===== src/rtl/output_layer_streamer_if.sv =====
// Handshake bundle between output_layer_streamer (master) and max_finder (slave).
// The streamer drives the clear pulse and the score stream.
// max_finder answers with found_max and predicted_output.
interface output_layer_streamer_if #(
    parameter int INDATA_WIDTH = 47
);
    logic                    max_finder_reset_allowed;
    logic                    start_maxfinder;
    logic [INDATA_WIDTH-1:0] input_data;
    logic                    found_max;
    logic [3:0]              predicted_output;

    modport master (
        output max_finder_reset_allowed,
        output start_maxfinder,
        output input_data,
        input  found_max,
        input  predicted_output
    );

    modport slave (
        input  max_finder_reset_allowed,
        input  start_maxfinder,
        input  input_data,
        output found_max,
        output predicted_output
    );
endinterface


===== src/rtl/output_layer_streamer.sv =====
// output_layer_streamer: captures one frame of output-layer scores and clears max_finder.
// It then streams the scores one per clock, index 0 first.
// Finally it returns max_finder's answer as a one-cycle classification result.
// A missing found_max is reported as class 4'hF with timeout_err set.
module output_layer_streamer #(
    parameter int INDATA_WIDTH = 47,
    parameter int NN4          = 10,
    parameter int WAIT_LIMIT   = 4
) (
    input  logic                        clk,
    input  logic                        reset,
    input  logic                        layer_done,
    input  logic [NN4*INDATA_WIDTH-1:0] layer_data,
    output_layer_streamer_if.master     mf,
    output logic                        busy,
    output logic                        result_valid,
    output logic [3:0]                  result_class,
    output logic                        timeout_err,
    output logic                        overrun_err
);

    localparam int CNT_W  = $clog2(NN4 + 1);
    localparam int IDX_W  = $clog2(NN4);
    localparam int WAIT_W = $clog2(WAIT_LIMIT + 1);

    typedef enum logic [2:0] {
        S_IDLE,
        S_CLEAR,
        S_STREAM,
        S_WAIT,
        S_DONE
    } state_t;

    state_t                  r_state;
    state_t                  w_next_state;
    logic [CNT_W-1:0]        r_cnt;
    logic [WAIT_W-1:0]       r_wait_cnt;
    logic [INDATA_WIDTH-1:0] r_scores [NN4];
    logic [3:0]              r_result_class;
    logic                    r_timeout_err;
    logic                    r_overrun_err;

    logic                    w_accept;
    logic                    w_last_word;
    logic                    w_timeout;
    logic [IDX_W-1:0]        w_idx;
    logic                    w_clear;
    logic                    w_start;
    logic [INDATA_WIDTH-1:0] w_data;
    logic                    w_busy;
    logic                    w_result_valid;

    // A frame is only accepted while idle; anything else is an overrun.
    assign w_accept    = (r_state == S_IDLE) && layer_done;
    assign w_last_word = (r_cnt == CNT_W'(NN4 - 1));
    assign w_timeout   = (r_wait_cnt == WAIT_W'(WAIT_LIMIT - 1)) && !mf.found_max;
    assign w_idx       = r_cnt[IDX_W-1:0];

    // State register; an asynchronous reset aborts any frame in flight.
    always_ff @(posedge clk or posedge reset) begin
        // NOTE: every clocked block uses non-blocking assignments so all flops update together.
        if (reset) begin
            r_state <= S_IDLE;
        end else begin
            r_state <= w_next_state;
        end
    end

    // Next-state decode: IDLE -> CLEAR -> STREAM (NN4 cycles) -> WAIT -> DONE -> IDLE.
    always_comb begin
        // NOTE: default first, so no path through the case leaves it unassigned and infers a latch.
        w_next_state = r_state;
        case (r_state)
            S_IDLE:   if (layer_done) w_next_state = S_CLEAR;
            S_CLEAR:  w_next_state = S_STREAM;
            S_STREAM: if (w_last_word) w_next_state = S_WAIT;
            S_WAIT:   if (mf.found_max || w_timeout) w_next_state = S_DONE;
            S_DONE:   w_next_state = S_IDLE;
            default:  w_next_state = S_IDLE;
        endcase
    end

    // Output decode from registered state/counter, so outputs only move just after posedge.
    always_comb begin
        w_clear        = 1'b0;
        w_start        = 1'b0;
        w_data         = '0;
        w_result_valid = 1'b0;
        w_busy         = (r_state != S_IDLE);
        case (r_state)
            S_CLEAR:  w_clear = 1'b1;
            S_STREAM: begin
                w_start = 1'b1;
                w_data  = r_scores[w_idx];
            end
            S_DONE:   w_result_valid = 1'b1;
            default:  ;
        endcase
    end

    // Datapath: frame capture, stream/wait counters, result and error flags.
    always_ff @(posedge clk or posedge reset) begin
        if (reset) begin
            r_cnt          <= '0;
            r_wait_cnt     <= '0;
            r_result_class <= '0;
            r_timeout_err  <= 1'b0;
            r_overrun_err  <= 1'b0;
            // NOTE: this is a small flop array, not a RAM, so it is reset to keep input_data free of X.
            for (int i = 0; i < NN4; i++) begin
                r_scores[i] <= '0;
            end
        end else begin
            if (w_accept) begin
                for (int i = 0; i < NN4; i++) begin
                    r_scores[i] <= layer_data[i*INDATA_WIDTH +: INDATA_WIDTH];
                end
                r_timeout_err <= 1'b0;
            end

            if (layer_done && (r_state != S_IDLE)) begin
                r_overrun_err <= 1'b1;
            end

            // Counter runs every STREAM cycle with no stall; it parks at zero elsewhere.
            if (r_state == S_STREAM) begin
                r_cnt <= r_cnt + 1'b1;
            end else begin
                r_cnt <= '0;
            end

            if (r_state == S_WAIT) begin
                r_wait_cnt <= r_wait_cnt + 1'b1;
                if (mf.found_max) begin
                    r_result_class <= mf.predicted_output;
                end else if (w_timeout) begin
                    r_result_class <= 4'hF;
                    r_timeout_err  <= 1'b1;
                end
            end else begin
                r_wait_cnt <= '0;
            end
        end
    end

    assign mf.max_finder_reset_allowed = w_clear;
    assign mf.start_maxfinder          = w_start;
    assign mf.input_data               = w_data;
    assign busy                        = w_busy;
    assign result_valid                = w_result_valid;
    assign result_class                = r_result_class;
    assign timeout_err                 = r_timeout_err;
    assign overrun_err                 = r_overrun_err;

endmodule


===== src/flat_wrapper.sv =====
// flat-port wrapper written by rule: the top's interface ports become plain ports
module output_layer_streamer_flat 
#(
    parameter int INDATA_WIDTH = 47,
    parameter int NN4          = 10,
    parameter int WAIT_LIMIT   = 4
)
  (clk, reset, layer_done, layer_data, busy, result_valid, result_class, timeout_err, overrun_err, mf_max_finder_reset_allowed, mf_start_maxfinder, mf_input_data, mf_found_max, mf_predicted_output);
  output_layer_streamer_if #(.INDATA_WIDTH(INDATA_WIDTH)) mf_i ();
  input  logic clk;
  input  logic reset;
  input  logic layer_done;
  input  logic [NN4*INDATA_WIDTH-1:0] layer_data;
  output logic busy;
  output logic result_valid;
  output logic [3:0] result_class;
  output logic timeout_err;
  output logic overrun_err;
  output wire logic [$bits(mf_i.max_finder_reset_allowed)-1:0] mf_max_finder_reset_allowed;
  output wire logic [$bits(mf_i.start_maxfinder)-1:0] mf_start_maxfinder;
  output wire logic [$bits(mf_i.input_data)-1:0] mf_input_data;
  input wire logic [$bits(mf_i.found_max)-1:0] mf_found_max;
  input wire logic [$bits(mf_i.predicted_output)-1:0] mf_predicted_output;
  assign mf_max_finder_reset_allowed = mf_i.max_finder_reset_allowed;
  assign mf_start_maxfinder = mf_i.start_maxfinder;
  assign mf_input_data = mf_i.input_data;
  assign mf_i.found_max = mf_found_max;
  assign mf_i.predicted_output = mf_predicted_output;
  output_layer_streamer #(.INDATA_WIDTH(INDATA_WIDTH), .NN4(NN4), .WAIT_LIMIT(WAIT_LIMIT)) u_core (.clk(clk), .reset(reset), .layer_done(layer_done), .layer_data(layer_data), .mf(mf_i), .busy(busy), .result_valid(result_valid), .result_class(result_class), .timeout_err(timeout_err), .overrun_err(overrun_err));
endmodule

===== config.mk =====
export PLATFORM = sky130hd
export DESIGN_NAME = output_layer_streamer_flat
export DESIGN_NICKNAME = d
export VERILOG_FILES = /design/src/rtl/output_layer_streamer_if.sv /design/src/rtl/output_layer_streamer.sv /design/src/flat_wrapper.sv
export SDC_FILE = /design/constraint.sdc
export NUM_CORES = 1
export LEC_CHECK = 0
export ABC_AREA = 1
export BUFFER_PORTS_ARGS = -buffer_cell sky130_fd_sc_hd__buf_2
export CORE_ASPECT_RATIO = 0.8
export CORE_MARGIN = 10
export CORE_UTILIZATION = 30
export CTS_CLUSTER_SIZE = 16
export DETAILED_ROUTE_END_ITERATION = 6
export GPL_TIMING_DRIVEN = 0
export SYNTH_ARGS = -nofsm -noshare
export SYNTH_HDL_FRONTEND = slang
export SYNTH_SLANG_ARGS = --single-unit
export TNS_END_PERCENT = 1

===== constraint.sdc =====
create_clock -name clk -period 20 [get_ports clk]
set_clock_uncertainty 0.05 [all_clocks]
set_input_delay 1 -clock clk [delete_from_list [all_inputs] [get_ports clk]]
set_output_delay 1 -clock clk [all_outputs]
set_load 0.02 [all_outputs]

==> results.toml, run 1 <==
[power]
clkPwrFrac_pct = 22.8
max-vdd-ir-drop_v = 0.00007110
p_per_area_nw_per_um2 = 157.5
pwr-share-seq_pct = 34.8
internal_power_mw = 2.640
leakage_nw = 15.15
combPwrFrac_pct = 42.4
swShare_pct = 42.58
netSwitchingPower_mw = 1.958

[die]
die_w_um = 331.3
initial_core_util_pct = 30.21
die_h_um = 269.0
core_area_um2 = 76970
die_area_um2 = 89120
rows = 91
ios = 535

[synth]
yosysSeqAreaShare_pct = 52.30
synth_cell_type_count = 24
synth_area_per_cell_um2 = 7.494
synth-seq-cells = 486
syn_area_um2 = 23250
syn_nets = 3585
post_synth_inst_count = 3103
synth_warnings = 0

[timing]
clock.fmax_mhz = 223.8
finalHoldViolCount = 0
worst_slew_pin_slew_ps = 821.0
finalCritPeriodShare_pct = 22.34
maxSlewViolCount = 0
hold_ws_ps = 387.2
grt_setup_unrepaired = "false"
setup_viol = 0
timing.final.crit_period_ps = 4468
slew_headroom_pct = 45.27

[drt]
final_antenna_net_count = 0
drc = 0
wl_per_cell_um = 21.74
wirelength_um = 103800
num_vias = 22580
drt-pass1-iter-count = 5
dr.first_iter.drc_count = 1821
viasPerCell = 4.728

[critical_path]
path_class = "reg2out"
cp-start-kind = "flip-flop"
max_stage_delay_ps = 610
path_cells = "buf_2, buf_2, clkbuf_1, nand2_1, nand3_1, nand3_1, nand3_1, a21oi_1, buf_2"
cp.arrival_ps = 3420
cp_max_fo = 10
cp_num_buf_inv = 4
worst_ep_required_time_ps = 18950
crit_family = "buffers and inverters"
crit_slowest_cell = "clkbuf_1"
cp-end-kind = "primary output"

[layout]
design_area_um2 = 29190
final_common_cell = "nand2_1"
drive_gt1_share_pct = 20.61
layout.nets = 4180
multi_input_area_um2 = 8617
nFillCells = 8380
instances_no_fill = 4776
register_area_um2 = 12160
final_cell_mix = "nand2_1, buf_2, dfrtp_1"
syn2layout_area_growth_pct = 25.53

[cts]
clockBufferDepth = 3
worst_skew_pair.late_latency_ps = 620
cts_resized = 0
cts_made_buffers = 55
cts_setup_buffers = 0
clk_pin_slew_ps = 60
cts_sinks = 486
cts_tree = "done"
cts_max_level = 2
cts_root_buf = "clkbuf_16"
hold_buffers = 0

[status]
outcome = "completed"

[grt]
antenna_found_initial = 21
grt_pass1_vias = 22790
grt_pass1_wl_um = 150200
grt.total_usage_pct = 22.47
grt_start_max_net_pins = 121
grt.overflow.total = 0

[flow_run]
maxCapViolCount = 0

[placement]
hpwl_um = 81600
dpl.cell_count = 4664
placed_cell_area_um2 = 27320
routabilityCongestion = 0.8885
io_buffers = 534

[min_path]
hp-class = "in2async"
-- through the flow --
step,setup TNS (ps),power [mW],setup slack [ps],utilization [%]
after detailed placement,0,3.566,16050,35.50
after floorplan,0,2.824,5387,-
final,0,4.598,15530,37.93
after global routing,0,4.956,15310,37.89
after CTS,0,4.632,15380,37.89
after global placement,-517400,3.533,-1154,35.35
-- synth_stat cells --
| cell | instances | share of area, % |
|---|---|---|
| nand4_1 | 1 | 0.027 |
| inv_1 | 389 | 6.3 |
| o21ai_0 | 428 | 9.2 |
| inv_2 | 3 | 0.048 |
| nor2_1 | 107 | 1.7 |
| nor2_4 | 1 | 0.048 |
| o31ai_1 | 1 | 0.032 |
| clkbuf_1 | 48 | 0.77 |
| o21bai_1 | 1 | 0.032 |
| o21ai_1 | 1 | 0.022 |
| buf_4 | 10 | 0.32 |
| ha_1 | 4 | 0.22 |
| dfrtp_1 | 486 | 52 |
| nor3_1 | 2 | 0.043 |
| nor2_2 | 1 | 0.027 |
| a21o_1 | 1 | 0.032 |
| xnor2_1 | 1 | 0.038 |
| nand2_1 | 1139 | 18 |
| buf_6 | 7 | 0.34 |
| nand2_2 | 1 | 0.027 |
| a21oi_1 | 49 | 1.1 |
| buf_2 | 124 | 2.7 |
| buf_1 | 13 | 0.21 |
| nand3_1 | 285 | 6.1 |
-- cell type report --
type	instances	share of cell area [%]
plain buffers	202	3.438
well taps	1023	4.385
inverters	392	5.066
flip-flops and latches	486	41.66
multi-input cells	2023	29.52
clock buffers	86	5.739
repair buffers	538	9.533
diodes	12	0.1029
clock inverters	14	0.5529
-- state kept, by name, indices dropped and copies added, names as in the netlist --
name and cells:
u_core.result_class 4, u_core.r_cnt 4, u_core.r_scores 470, u_core.r_state 3, u_core.timeout_err 1, u_core.overrun_err 1, u_core.r_wait_cnt 3
-- cells by family after synthesis --
group                    after synthesis  share of synthesized area (%)
AND/OR/NAND/NOR                     1537                          26.42
buffers and inverters                594                          10.64
flip-flops                           486                          52.30
AO/OA/AOI/OAI                        481                          10.38
adder cells (fa/ha/maj)                4                         0.2152
XOR/XNOR                               1                        0.03767
-- routing by layer --
layer | global-route usage, % | routed length, um | vias up
met3 | 4.334 | 7467 | 107
li1 | - | - | 10800
met1 | 30.50 | 46030 | 10830
met2 | 37.06 | 48390 | 826
met5 | 0 | 90 | -
met4 | 4.542 | 1840 | 14
-- power groups by stage --
| stage | logic, mW | registers, mW | clock network, mW |
|---|---|---|---|
| final | 1.95 | 1.60 | 1.05 |
| after global placement | 1.92 | 1.61 | 0 |
| after floorplan | 1.24 | 1.59 | 0 |
| after global routing | 2.20 | 1.64 | 1.11 |
| after CTS | 1.96 | 1.60 | 1.07 |
| after detailed placement | 1.95 | 1.61 | 0 |
-- path summary, 6_finish.rpt --
check,from,end,slack [ps],depth (start not counted)
min in group clk,u_core.r_wait_cnt[0],u_core.r_wait_cnt[0],400,1
max,u_core.r_cnt[0],mf_input_data[17],15530,9
min,reset,u_core.r_scores[264],390,2
max in group asynchronous,reset,u_core.r_scores[433],17910,4
min reg2reg,u_core.r_wait_cnt[0],u_core.r_wait_cnt[0],400,1
max reg2reg,u_core.r_cnt[1],u_core.r_state[0],17570,8
Note: power is estimated with default switching activity, not from simulation.
==> run 2, diff against run 1 <==
- clock period: 20 -> 4.1 ns (I/O delays scaled with it)
==> run 2 against run 1 <==
Compared with the run above: largest cell class unchanged; via count up 10%; sequential power rose to 4.9 times the previous value; clock-buffer cell count down 7; register-to-register slack worse by 16000 ps.
==> results.toml, run 2 (synthesized netlist as in run 1, its figures left out) <==
[layout]
design_area_um2 = 34200
drive_gt1_share_pct = 18.61
largest_register_ffs = 470
final_cell_mix = "nand2_1, buf_2, dfrtp_1"
layout.nets = 4668
syn2layout_area_growth_pct = 47.06
largest_register = "u_core.r_scores"
final_common_cell = "nand2_1"

[placement]
place_ws_ps = 1017
hpwl_um = 82490
placed_cell_area_um2 = 27490
routabilityCongestion = 0.8903
io_buffers = 534

[critical_path]
cp_max_fo = 11
timing.rr.start = "u_core.r_cnt[1]"
crit_slowest_cell = "clkbuf_1"
cp_num_buf_inv = 4
reg2reg_depth = 8
crit_family = "buffers and inverters"
crit_path_start = "u_core.r_cnt[0]"
worst_ep_required_time_ps = 3850
path_cells = "buf_2, buf_2, clkbuf_1, nand2_1, nand3_1, nand3_1, nand3_1, a21oi_1, buf_2"
r2r-end = "u_core.r_state[0]"
path_class = "reg2out"
cp-endpoint = "mf_input_data[42]"
cp-start-kind = "flip-flop"
r2r_slack_ps = 1660
cp-end-kind = "primary output"
max_stage_delay_ps = 620
cp.arrival_ps = 3380
worst-path-stages = 9

[cts]
cts_made_buffers = 55
cts_sinks = 486
cts_root_buf = "clkbuf_16"
hold_buffers = 478
cts_setup_buffers = 0
clockBufferDepth = 3
cts_resized = 0
cts_max_level = 2
worst_skew_pair.late_latency_ps = 630
cts_tree = "done"
clk_pin_slew_ps = 60

[power]
internal_power_mw = 13.33
netSwitchingPower_mw = 9.758
leakage_nw = 17.25
swShare_pct = 42.27
pwr-share-seq_pct = 33.9
combPwrFrac_pct = 43.1
max-vdd-ir-drop_v = 0.0003206
p_per_area_nw_per_um2 = 675.1
clkPwrFrac_pct = 23.0

[grt]
grt_pass1_vias = 25430
grt_start_max_net_pins = 42
grt_pass1_wl_um = 163700
grt.total_usage_pct = 24.31
grt.overflow.total = 0
antenna_found_initial = 8

[timing]
maxSlewViolCount = 0
fin_ws_ps = 460.5
finalHoldViolCount = 0
finalCritPeriodShare_pct = 88.77
setup_viol = 0
clock.fmax_mhz = 274.8
worst_slew_pin_slew_ps = 819.1
grt_setup_unrepaired = "false"
slew_headroom_pct = 45.39
timing.final.crit_period_ps = 3640
hold_ws_ps = 244.4

[die]
rows = 91
die_w_um = 331.3
die_area_um2 = 89120
initial_core_util_pct = 30.21
core_area_um2 = 76970
die_h_um = 269.0
ios = 535

[flow_run]
maxCapViolCount = 0

[drt]
wirelength_um = 111400
num_vias = 24850
drc = 0
drt-pass1-iter-count = 5
final_antenna_net_count = 0
dr.first_iter.drc_count = 2077
viasPerCell = 4.726
wl_per_cell_um = 21.19

[min_path]
hp-class = "in2reg"

[status]
outcome = "completed"
[run 2: cell types whose count changed in the layout (fill, tap and decap cells not counted), moves of 2 or more]
cell / change
clkinv_2: +3
clkinv_4: -2
bufinv_16: +3
clkbuf_1: -5
buf_12: +14
clkinvlp_4: +3
buf_16: -4
dlygate4sd3_1: +478
diode_2: -6
[run 2: worst min path at each step]
stage / depth (start not counted) / end / from / slack [ps]
after floorplan: 1 / u_core.timeout_err / mf_found_max / 250
after global placement: 3 / u_core.r_scores[30] / layer_data[453] / 360
after detailed placement: 2 / u_core.r_scores[217] / reset / 90
after CTS: 4 / u_core.r_scores[31] / layer_data[454] / 210
after global routing: 4 / u_core.r_scores[31] / layer_data[454] / 240
final: 4 / u_core.r_scores[21] / layer_data[444] / 240
[run 2: layout make-up]
class,instances,area [um^2]
fill,7640,42770
clock buffer,79,1618
inverter,392,1475
sequential,486,12160
timing repair buffer,1026,7737
antenna,6,15.01
tap,1023,1280
multi-input combinational,2023,8617
clock inverter,22,289.0
buffer,202,1003
[run 2: stage by stage]
step	setup TNS [ps]	total power [mW]	utilization, %	std cells
CTS	0	23.15	44.41	5253
finish	0	23.09	44.43	5259
global route	0	24.85	44.41	5253
floorplan	-1333420	13.78	-	3103
global placement	-2945080	17.22	35.35	4660
detailed placement	0	17.40	35.72	4674
[run 2: layer usage]
metal / part of all wire, % / vias up / track usage, %
met1: 44 / 11970 / 32.14
met5: 0.027 / - / 0
met3: 6.8 / 151 / 5.057
met2: 47 / 951 / 40.08
li1: - / 11770 / -
met4: 2.5 / 4 / 6.662
[run 2: power groups by stage]
stage | logic, mW | registers, mW | clock network (mW)
after floorplan | 6.03 | 7.75 | 0
after global placement | 9.34 | 7.88 | 0
after detailed placement | 9.53 | 7.87 | 0
after CTS | 9.95 | 7.79 | 5.41
after global routing | 11.2 | 8.02 | 5.61
final | 9.96 | 7.82 | 5.31
[run 2: worst reg2reg max path, cell delays in order (launching register included)]
cell      delay, ps
dfrtp_1         370
buf_2           240
inv_1           140
clkbuf_1        590
ha_1            280
nand3_1         120
a21oi_1         230
o21ai_0         160
o21bai_1        160
